$ cat src/rtl/crc4_check.sv
// Serial CRC-3 (x^3+x+1) frame checker: collects a payload and its received CRC,
// recomputes the CRC over the payload and reports the verdict plus a saturating error count.
module crc4_check #(
    parameter int DATA_BITS = 9,
    parameter int CNT_W     = 8
) (
    input  logic                 i_clk,
    input  logic                 i_rst,
    input  logic                 i_data_in,
    input  logic                 i_wr_en,
    input  logic                 i_abort,
    output logic [DATA_BITS-1:0] o_rx_data,
    output logic [2:0]           o_rx_crc,
    output logic [2:0]           o_calc_crc,
    output logic                 o_frame_valid,
    output logic                 o_crc_ok,
    output logic                 o_crc_err,
    output logic                 o_busy,
    output logic [CNT_W-1:0]     o_err_count
);

    localparam int CW = ($clog2(DATA_BITS) > 2) ? $clog2(DATA_BITS) : 2;

    typedef enum logic [1:0] {
        IDLE = 2'd0,
        DATA = 2'd1,
        CRC  = 2'd2
    } state_t;

    function automatic logic [2:0] crc_step(input logic [2:0] crc, input logic d);
        logic fb;
        fb = crc[2] ^ d;
        return {crc[1], crc[0] ^ fb, fb};
    endfunction

    state_t               r_state;
    logic [CW-1:0]        r_cnt;
    logic [2:0]           r_lfsr;
    logic [DATA_BITS-1:0] r_shift;
    logic [2:0]           r_crc_sh;
    logic [DATA_BITS-1:0] r_rx_data;
    logic [2:0]           r_rx_crc;
    logic [2:0]           r_calc_crc;
    logic                 r_frame_valid;
    logic                 r_crc_ok;
    logic                 r_crc_err;
    logic                 r_busy;
    logic [CNT_W-1:0]     r_err_count;

    logic [DATA_BITS-1:0] w_shift_next;
    logic [2:0]           w_crc_full;
    logic                 w_match;

    // Next-value helpers shared by the state machine
    always_comb begin
        w_shift_next = (r_shift << 1) | DATA_BITS'(i_data_in);
        w_crc_full   = {r_crc_sh[1:0], i_data_in};
        w_match      = (w_crc_full == r_lfsr);
    end

    // Frame reception state machine with registered result outputs
    always_ff @(posedge i_clk) begin
        if (i_rst) begin
            r_state       <= IDLE;
            r_cnt         <= '0;
            r_lfsr        <= 3'b000;
            r_shift       <= '0;
            r_crc_sh      <= 3'b000;
            r_rx_data     <= '0;
            r_rx_crc      <= 3'b000;
            r_calc_crc    <= 3'b000;
            r_frame_valid <= 1'b0;
            r_crc_ok      <= 1'b0;
            r_crc_err     <= 1'b0;
            r_busy        <= 1'b0;
            r_err_count   <= '0;
        end else begin
            r_frame_valid <= 1'b0;
            r_crc_err     <= 1'b0;
            if (i_abort) begin
                // Same-cycle bit is dropped; previous results stay visible
                r_state  <= IDLE;
                r_cnt    <= '0;
                r_lfsr   <= 3'b000;
                r_shift  <= '0;
                r_crc_sh <= 3'b000;
                r_busy   <= 1'b0;
            end else if (i_wr_en) begin
                case (r_state)
                    IDLE: begin
                        r_shift <= w_shift_next;
                        r_lfsr  <= crc_step(3'b000, i_data_in);
                        r_busy  <= 1'b1;
                        if (DATA_BITS == 1) begin
                            r_state <= CRC;
                            r_cnt   <= '0;
                        end else begin
                            r_state <= DATA;
                            r_cnt   <= CW'(1);
                        end
                    end
                    DATA: begin
                        r_shift <= w_shift_next;
                        r_lfsr  <= crc_step(r_lfsr, i_data_in);
                        if (r_cnt == CW'(DATA_BITS - 1)) begin
                            r_state <= CRC;
                            r_cnt   <= '0;
                        end else begin
                            r_cnt <= r_cnt + CW'(1);
                        end
                    end
                    CRC: begin
                        r_crc_sh <= w_crc_full;
                        if (r_cnt == CW'(2)) begin
                            r_state       <= IDLE;
                            r_cnt         <= '0;
                            r_lfsr        <= 3'b000;
                            r_busy        <= 1'b0;
                            r_rx_data     <= r_shift;
                            r_rx_crc      <= w_crc_full;
                            r_calc_crc    <= r_lfsr;
                            r_frame_valid <= 1'b1;
                            r_crc_ok      <= w_match;
                            r_crc_err     <= ~w_match;
                            if (!w_match && (r_err_count != {CNT_W{1'b1}})) begin
                                r_err_count <= r_err_count + CNT_W'(1);
                            end
                        end else begin
                            r_cnt <= r_cnt + CW'(1);
                        end
                    end
                    default: begin
                        r_state <= IDLE;
                        r_cnt   <= '0;
                        r_lfsr  <= 3'b000;
                        r_busy  <= 1'b0;
                    end
                endcase
            end
        end
    end

    assign o_rx_data     = r_rx_data;
    assign o_rx_crc      = r_rx_crc;
    assign o_calc_crc    = r_calc_crc;
    assign o_frame_valid = r_frame_valid;
    assign o_crc_ok      = r_crc_ok;
    assign o_crc_err     = r_crc_err;
    assign o_busy        = r_busy;
    assign o_err_count   = r_err_count;

endmodule
$ cat config.mk
export PLATFORM = sky130hd
export DESIGN_NAME = crc4_check
export DESIGN_NICKNAME = d
export VERILOG_FILES = /design/src/rtl/crc4_check.sv
export SDC_FILE = /design/constraint.sdc
export NUM_CORES = 1
export LEC_CHECK = 0
export CAP_MARGIN = 25
export CORE_ASPECT_RATIO = 1.5
export CORE_MARGIN = 4
export CORE_UTILIZATION = 45
export DETAILED_ROUTE_END_ITERATION = 8
export MAX_ROUTING_LAYER = met4
export PLACE_DENSITY = 0.69
export SKIP_CTS_REPAIR_TIMING = 1
export SLEW_MARGIN = 20
export SYNTH_ARGS = -nofsm -noshare
export SYNTH_HDL_FRONTEND = slang
export SYNTH_SLANG_ARGS = --single-unit
$ cat constraint.sdc
create_clock -name i_clk -period 2.35 [get_ports i_clk]
set_input_delay 0.705 -clock i_clk [delete_from_list [all_inputs] [get_ports i_clk]]
set_output_delay 0.705 -clock i_clk [all_outputs]
set_load 0.01 [all_outputs]
==> flow_results.org, run 1 <==
** Worst setup path
- Worst Setup End Kind :: register
- STA classifies the critical path startpoint as an input pin.
- The critical path goes through clkdlybuf4s50_1, xor2_1, nor3_2, buf_4, nor4_1, mux2_2.
- The slowest stage of the critical path is the clkdlybuf4s50_1 cell.
- At the worst endpoint, the required time is around 2.5 ns.
- On the worst path, the slowest cell contributes a delay of 0.51 ns.
- The critical path is of the in -> reg type.
- STA puts the critical path data arrival time at between 2 and 2.5 ns.
- Family with the most delay on the worst path :: buffers and inverters
- Biggest fanout along the worst timing path :: 11
- The number of buffers and inverters on the critical path is 2.

** GRT
- Largest net degree at the start of global routing :: 30
- For this run the aggregate overflow at the end of global routing stands at 0.
- The via count of the first global-routing pass came to roughly 1,600.
- All-layer global routing usage :: 15.5%
- Global-route wire length before repair :: approximately 7 mm
- Initial antenna violation count :: 0

** Place
- Total of buffers placed on input and output ports :: 31
- HPWL Detailed :: between 2 and 3 mm
- Routability-driven placement finished with a final weighted congestion of 0.788.
- Prior to clock tree synthesis, the placed netlist has a worst setup slack of -0.100 ns.

** Power
- VDD sags by at most 0.362 mV.
- Cell leakage power :: 0.870 nW
- Overall power consumption after layout is estimated at 1.48 mW.
- Dividing total power by cell area gives a power density of slightly below 600 nW/um2.

** Finish
- 0 antenna diodes ended up in the layout.
- Syn-to-layout area delta :: 24.8%
- In the final layout, the share of cells above drive strength 1 is 9.75%.
- Layout net count :: roughly 290

** Yosys
- Total number of yosys warnings :: 0
- Synthesis produced a netlist whose cell count is 244.
- Of the total synthesized cell area, the portion taken by AND, OR, NAND and NOR gates is 26.3%.
- Most frequently used flop master after synthesis :: dfxtp_1
- In the post-synthesis netlist, the cell with the most instances is nand2_1.
- Cells taking the most area after synthesis :: dfxtp_1, nand2_1, a21oi_1, ha_1, nor2_1
- Xor and xnor fraction of the mapped netlist area :: 2.18%
- Unique cell type count in the Yosys netlist :: 40
- Sequential element share of the synthesized area :: 46.8%
- Averaged over all synthesized cells, the footprint is 8.24 um2.
- Async set or reset register ratio after synthesis :: 0%
- Ranking of synthesized cells by instance count :: nand2_1, dfxtp_1, a21oi_1
- Synthesized Nets :: 253
- Proportion of synthesized area in mux cells :: ~2.7%
- Counting flops and latches in the post-synthesis netlist gives 47.
- The synthesized netlist occupies a cell area of 2010 um2.
- Area fraction in compound gates after synthesis :: 15.0%
- After synthesis, the largest family of logic cells by area is simple AND/OR/NAND/NOR gates.
- Of the post-synthesis cell area, the dominant cell type holds 46.8%.
- Of the total synthesized cell area, the portion taken by full adders, half adders and majority gates is approximately 2.5%.
- Biggest area consumer among synthesized cells :: dfxtp_1
- Yosys mapped a number of flops with a built-in enable equal to 0.

** STA
- Least-Margin Pin Slew :: around 0.55 ns
- Final clock period utilization by the worst path :: 90.1%
- Setup repair after global routing missed its margin :: no
- The worst pin sits at a relative slew slack of 63.1%.
- The hold violation total from the final report is 0.
- Fmax :: 472 MHz
- Between clock sinks in the finished design, the worst skew comes to approximately 0.004 ns.
- Setup violations remaining at the end of the flow were counted as 0.
- The number of slew-limit violations in the final report was 0.
- Once routing completed, OpenROAD measured the worst setup slack at 0.232 ns.
- The tightest hold path in the finished design has a slack of around 0.46 ns.
- The worst path needs 2.12 ns of the cycle, external delays included.

** Drt
- Once detail routing completed, the nets flagged for antenna violations numbered 0.
- Detailed routing inserted a total of 1,726 vias.
- DR DRC count :: 0
- The first TritonRoute pass finished after 4 iterations.
- After detailed routing, the number of vias per cell comes to ~5.3.
- Wires add up to 4.13 mm.
- Starting DRC count in detailed routing :: approximately 150
- Final routed wire length divided by cell count :: 12.8 um

** Die
- In this run the core area contains 29 standard-cell rows.
- From left edge to right edge, the die measures 62.6 um.
- I/O pin cnt :: 32
- Vertical die dimension :: between 80 and 90 um
- The floorplan step defined a core boundary enclosing 4280 um2.
- For this configuration, the core starts out at a cell density of 47.0%.
- Overall die area :: 5620 um2

** Job
- Count of max-cap constraint violations :: 0

** CTS
- After clock tree synthesis, the clock-pin slew on the worst setup and hold paths is ~0.090 ns.
- Buffers inserted during clock tree synthesis total 5.
- Maximum buffer depth of the clock tree :: 2
- TritonCTS clock tree :: yes
- In this run the number of H-tree levels came out at 2.
- Worst-Skew Late Latency :: approximately 0.3 ns
- Clock root buffer master :: clkbuf_8
- Number of sinks driven by the clock tree :: 47

** Outcome
- The flow ran to the end, and the final reports show no timing, DRC or antenna violations.

** Hold path
- In this run the worst hold path is classified as reg -> reg.
where the power goes:
group          internal, mW  leakage (nW)  switching, mW
Sequential            0.800         0.379        0.00572
Clock                 0.322        0.0587          0.280
Combinational        0.0276         0.433         0.0441
metal layers:
metal / vias to the layer above / global-route usage, % / wire length [um]
met2: 38 / 25.7 / 2030
li1: 887 / - / -
met3: 5 / 3.99 / 189
met1: 796 / 17.4 / 1850
met4: 0 / 7.00 / 69
met5: - / - / 0
worst min-delay path, stage by stage (launching register included):
cell and delay [ns]:
dfxtp_1 0.32, nand2_1 0.05, a21oi_1 0.05
cells in the final DEF (no fill, tap or decap), drive strengths merged, types with 4 or more instances in the layout:
cell / instances
nor3: 4
clkbuf: 5
o21ai: 6
nand2: 59
xor2: 5
nor2: 12
clkdlybuf4s50: 31
ha: 4
nand3: 8
dfxtp: 47
a21oi: 37
buf: 10
inv: 6
final timing paths:
check                            startpoint                           to  slack (ns)  cells after the start
setup / recovery                  i_data_in  o_err_count[5]$_SDFFE_PP0P_        0.23                      6
hold / removal    o_rx_data[2]$_SDFFE_PP0P_    o_rx_data[2]$_SDFFE_PP0P_        0.46                      2
setup reg to reg      r_cnt[0]$_SDFFE_PP0P_  o_err_count[5]$_SDFFE_PP0P_        0.42                      6
hold reg to reg   o_rx_data[2]$_SDFFE_PP0P_    o_rx_data[2]$_SDFFE_PP0P_        0.46                      2
registers in the layout (all words and copies together), names as in the netlist:
signal and cells:
r_shift 9, o_calc_crc 3, o_crc_ok 1, o_frame_valid 1, o_rx_data 9, r_cnt 4
r_lfsr 3, o_busy 1, o_crc_err 1, o_rx_crc 3, o_err_count 8, r_crc_sh 2
r_state 2
through the flow:
stage / TNS [ns] / util [%] / area (um2) / std cells
finish: 0 / 58.6 / 2510 / 323
global route: 0 / 58.6 / 2510 / 323
CTS: 0 / 58.6 / 2510 / 323
detailed placement: -0.451 / 55.9 / 2390 / 315
global placement: -0.143 / 55.9 / 2390 / 315
floorplan: 0 / - / 2010 / 244
cell type report:
type / count / area, um2
Multi-Input combinational cell: 176 / 978
Fill cell: 403 / 1770
Clock buffer: 5 / 68.8
Clock inverter: 3 / 47.5
Inverter: 5 / 18.8
Timing Repair Buffer: 41 / 398
Sequential cell: 47 / 941
Tap cell: 46 / 57.6
kinds of logic (layout without fill, tap and decap cells):
logic type,count (synthesis),in the layout
and+or+nand+nor,108,108
AOI/OAI and AO/OA,54,54
DFF,47,47
buffers and inverters,21,54
xor gates and xnor gates,5,5
muxes,5,5
adders and majority gates,4,4
(Power assumes the default switching activity.)
==> run 2: changes to the inputs <==
--- a/config.mk
+++ b/config.mk
@@ -7,7 +7,6 @@
 export LEC_CHECK = 0
 export CAP_MARGIN = 25
 export CORE_ASPECT_RATIO = 1.5
-export CORE_MARGIN = 4
 export CORE_UTILIZATION = 45
 export DETAILED_ROUTE_END_ITERATION = 8
 export MAX_ROUTING_LAYER = met4
==> run 2 against run 1 <==
First-iteration DRC count shrank 61%. Routed wire length decreased by 1.5%. Combinational power rose by 5.2%. Highest routed layer unchanged. Total power shrank 0.52%. Critical endpoint unchanged. Final area is 0.15% higher. Sequential power is essentially flat. Sequential share of layout area decreased by 0.056 points. Fmax is essentially flat.
==> flow_results.org, run 2 (synthesized netlist as in run 1, its figures left out) <==
** CTS
- Maximum buffer depth of the clock tree :: 2
- The clock drives 47 sinks.
- Clock root buffer master :: clkbuf_8
- After clock tree synthesis, the clock-pin slew on the worst setup and hold paths is 0.09 ns.
- Clock tree synthesis inserted a total of 5 buffers.
- Worst-Skew Late Latency :: 0.30 ns
- Htree depth :: 2
- TritonCTS clock tree :: yes

** Drt
- Number of iterations in the first detailed-routing pass :: 4
- In the routed design, unresolved DRC markers number 0.
- The count of nets left with antenna violations once routing finished came out at 0.
- In the final routed layout, each cell accounts on average for 12.6 um.
- Total Routed Length :: ~4.1 mm
- Using the TritonRoute via totals, the vias-per-cell ratio works out to roughly 5.4.
- Via count of the routed design :: 1,762
- The first routing iteration left 57 violations.

** Worst setup path
- For the worst setup path, the data arrival time is approximately 2.3 ns.
- Biggest fanout along the worst timing path :: 9
- By startpoint and endpoint, the worst setup path is classified as in -> reg.
- The slowest stage of the critical path belongs to the cell clkdlybuf4s50_1.
- List of cells traversed by the critical path :: clkdlybuf4s50_1, and4bb_2, o211ai_2, nor4_1, mux2_2
- STA classifies the critical path endpoint as a register.
- Buffers plus inverters on the worst setup path :: 1
- Among cell families on the critical path, the largest total delay comes from simple AND/OR/NAND/NOR gates.
- STA classifies the critical path startpoint as an input pin.
- CP Data Required Time :: between 2 and 3 ns
- Max incr delay on CP :: approximately 0.47 ns

** STA
- The smallest clock period supported by the final layout is computed as 2.12 ns.
- The clock arrives with between 0.009 and 0.01 ns of skew.
- The worst pin sits at a relative slew slack of between 60% and 70%.
- Setup repair after global routing missed its margin :: no
- For this run, the top clock speed supported by timing is between 400 and 500 MHz.
- Final setup violation count :: 0
- Final clock period utilization by the worst path :: 90.2%
- The number of slew-limit violations in the final report is 0.
- Final setup TNS :: 0 ns
- For the pin with the worst max-slew slack, the measured transition is 0.562 ns.
- The hold violation total from the final report came to 0.

** Die
- Vertical die dimension :: between 80 and 90 um
- The floorplan has 29 rows.
- Initial standard-cell utilization of the core :: about 47%
- Core Footprint :: 4250 um2
- The die is between 50 and 60 um wide.
- The die covers approximately 4700 um2.
- I/O pin cnt :: 32

** GRT
- Initial antenna violation count :: 0
- Number of global-route vias before repair :: ~1,600
- All-layer global routing usage :: 18.9%
- Overall overflow remaining after global route :: 0
- Largest net degree at the start of global routing :: 30
- Global-route wire length before repair :: 7.00 mm

** Finish
- Fraction of final layout cells sized beyond drive strength 1 :: 10.1%
- Leading cell types in the layout, fill and taps excluded :: nand2_1, dfxtp_1, a21oi_1, clkdlybuf4s50_1, nor2_1
- Layout net count :: 286
- Relative to the synthesized area, the layout overhead comes to 25.0%.
- After filler insertion, the fill cell instance count of the layout stands at 391.
- Utilization after layout :: 59.2%
- Most common cell after layout, fill and taps aside :: nand2_1
- The repair_antennas step left the layout with diodes totalling 0.
- Leaving out filler cells and counting taps, the final layout contains between 300 and 400.

** Place
- Total placed cells including tap cells :: 316
- Weighted congestion at the end of routability-driven global placement :: 0.811
- Total of buffers placed on input and output ports :: 31
- Once detailed placement completed, the half-perimeter wirelength came to 2.85 mm.

** Power
- Summing internal, switching and leakage power gives between 1 and 1.5 mW.
- Dividing total power by cell area gives a power density of ~590 nW/um2.
- Seq pwr share :: between 50 and 60%
- Portion of total power attributed to combinational logic :: 5.1%
- Switching portion of total power :: 22.1%
- Net switching power :: 325 uW
- Internal :: 1.15 mW
- Worst vdd ir :: ~0.52 mV
- The analysis attributes to cell leakage a power of 0.875 nW.
- In this run, the clock network consumes between 40% and 50% of the power.

** Hold path
- The min-delay analysis places its worst path in the category reg -> reg.

** Outcome
- The run finished with clean final reports.

** Job
- Count of max-cap constraint violations :: 0
==> run 2: cell count changes in the layout (fill, tap and decap cells not counted) <==
cell,delta
clkinv_2,+1
inv_6,-1
buf_4,+1
==> run 2: stage by stage <==
step,hold WS [ns],instance area (um2),worst slack [ns]
6_report,0.456,2510,0.230
5_1_grt,0.480,2510,0.133
4_1_cts,0.460,2510,0.237
3_5_place_dp,0.448,2400,-0.0970
3_3_place_gp,0.443,2400,-0.0466
2_1_floorplan,0.432,2010,0.353
==> run 2: per-layer routing <==
metal  GRT usage, %  part of all wire (%)
met2           32.5                    50
met1           21.0                    46
met5              -                     0
met3           4.19                   2.8
met4           7.32                   1.7
==> run 2: cell type report <==
cell class                      count  area (um2)  area share, %
Multi-Input combinational cell    176         978           38.9
Sequential cell                    47         941           37.4
Timing Repair Buffer               42         405           16.1
Clock buffer                        5        68.8           2.74
Tap cell                           46        57.6           2.29
Clock inverter                      3        43.8           1.74
Inverter                            5        18.8          0.747
==> run 2: power groups by stage <==
stage / logic, mW / clock network, mW / registers, mW
6_report: 0.0754 / 0.591 / 0.806
5_1_grt: 0.0830 / 0.642 / 0.807
4_1_cts: 0.0755 / 0.603 / 0.806
3_5_place_dp: 0.0750 / 0 / 0.825
3_3_place_gp: 0.0746 / 0 / 0.825
2_1_floorplan: 0.0467 / 0 / 0.822
==> run 2: final timing paths <==
kind                                                 from                          end  slack [ns]  cells after the start
worst min-delay path            o_rx_data[0]$_SDFFE_PP0P_    o_rx_data[0]$_SDFFE_PP0P_        0.46                      2
worst min register to register  o_rx_data[0]$_SDFFE_PP0P_    o_rx_data[0]$_SDFFE_PP0P_        0.46                      2
worst max-delay path                              i_wr_en  o_err_count[5]$_SDFFE_PP0P_        0.23                      5
worst max register to register      r_cnt[0]$_SDFFE_PP0P_  o_err_count[5]$_SDFFE_PP0P_        0.41                      6
==> run 2: worst register-to-register path: cells and delay by family (launching register included) <==
family	cells	cell delay, ns
buffers and inverters	1	0.13
and+or+nand+nor	2	0.60
muxes	1	0.37
DFF	1	0.34
AOI/OAI and AO/OA	1	0.25
adders and majority gates	1	0.16
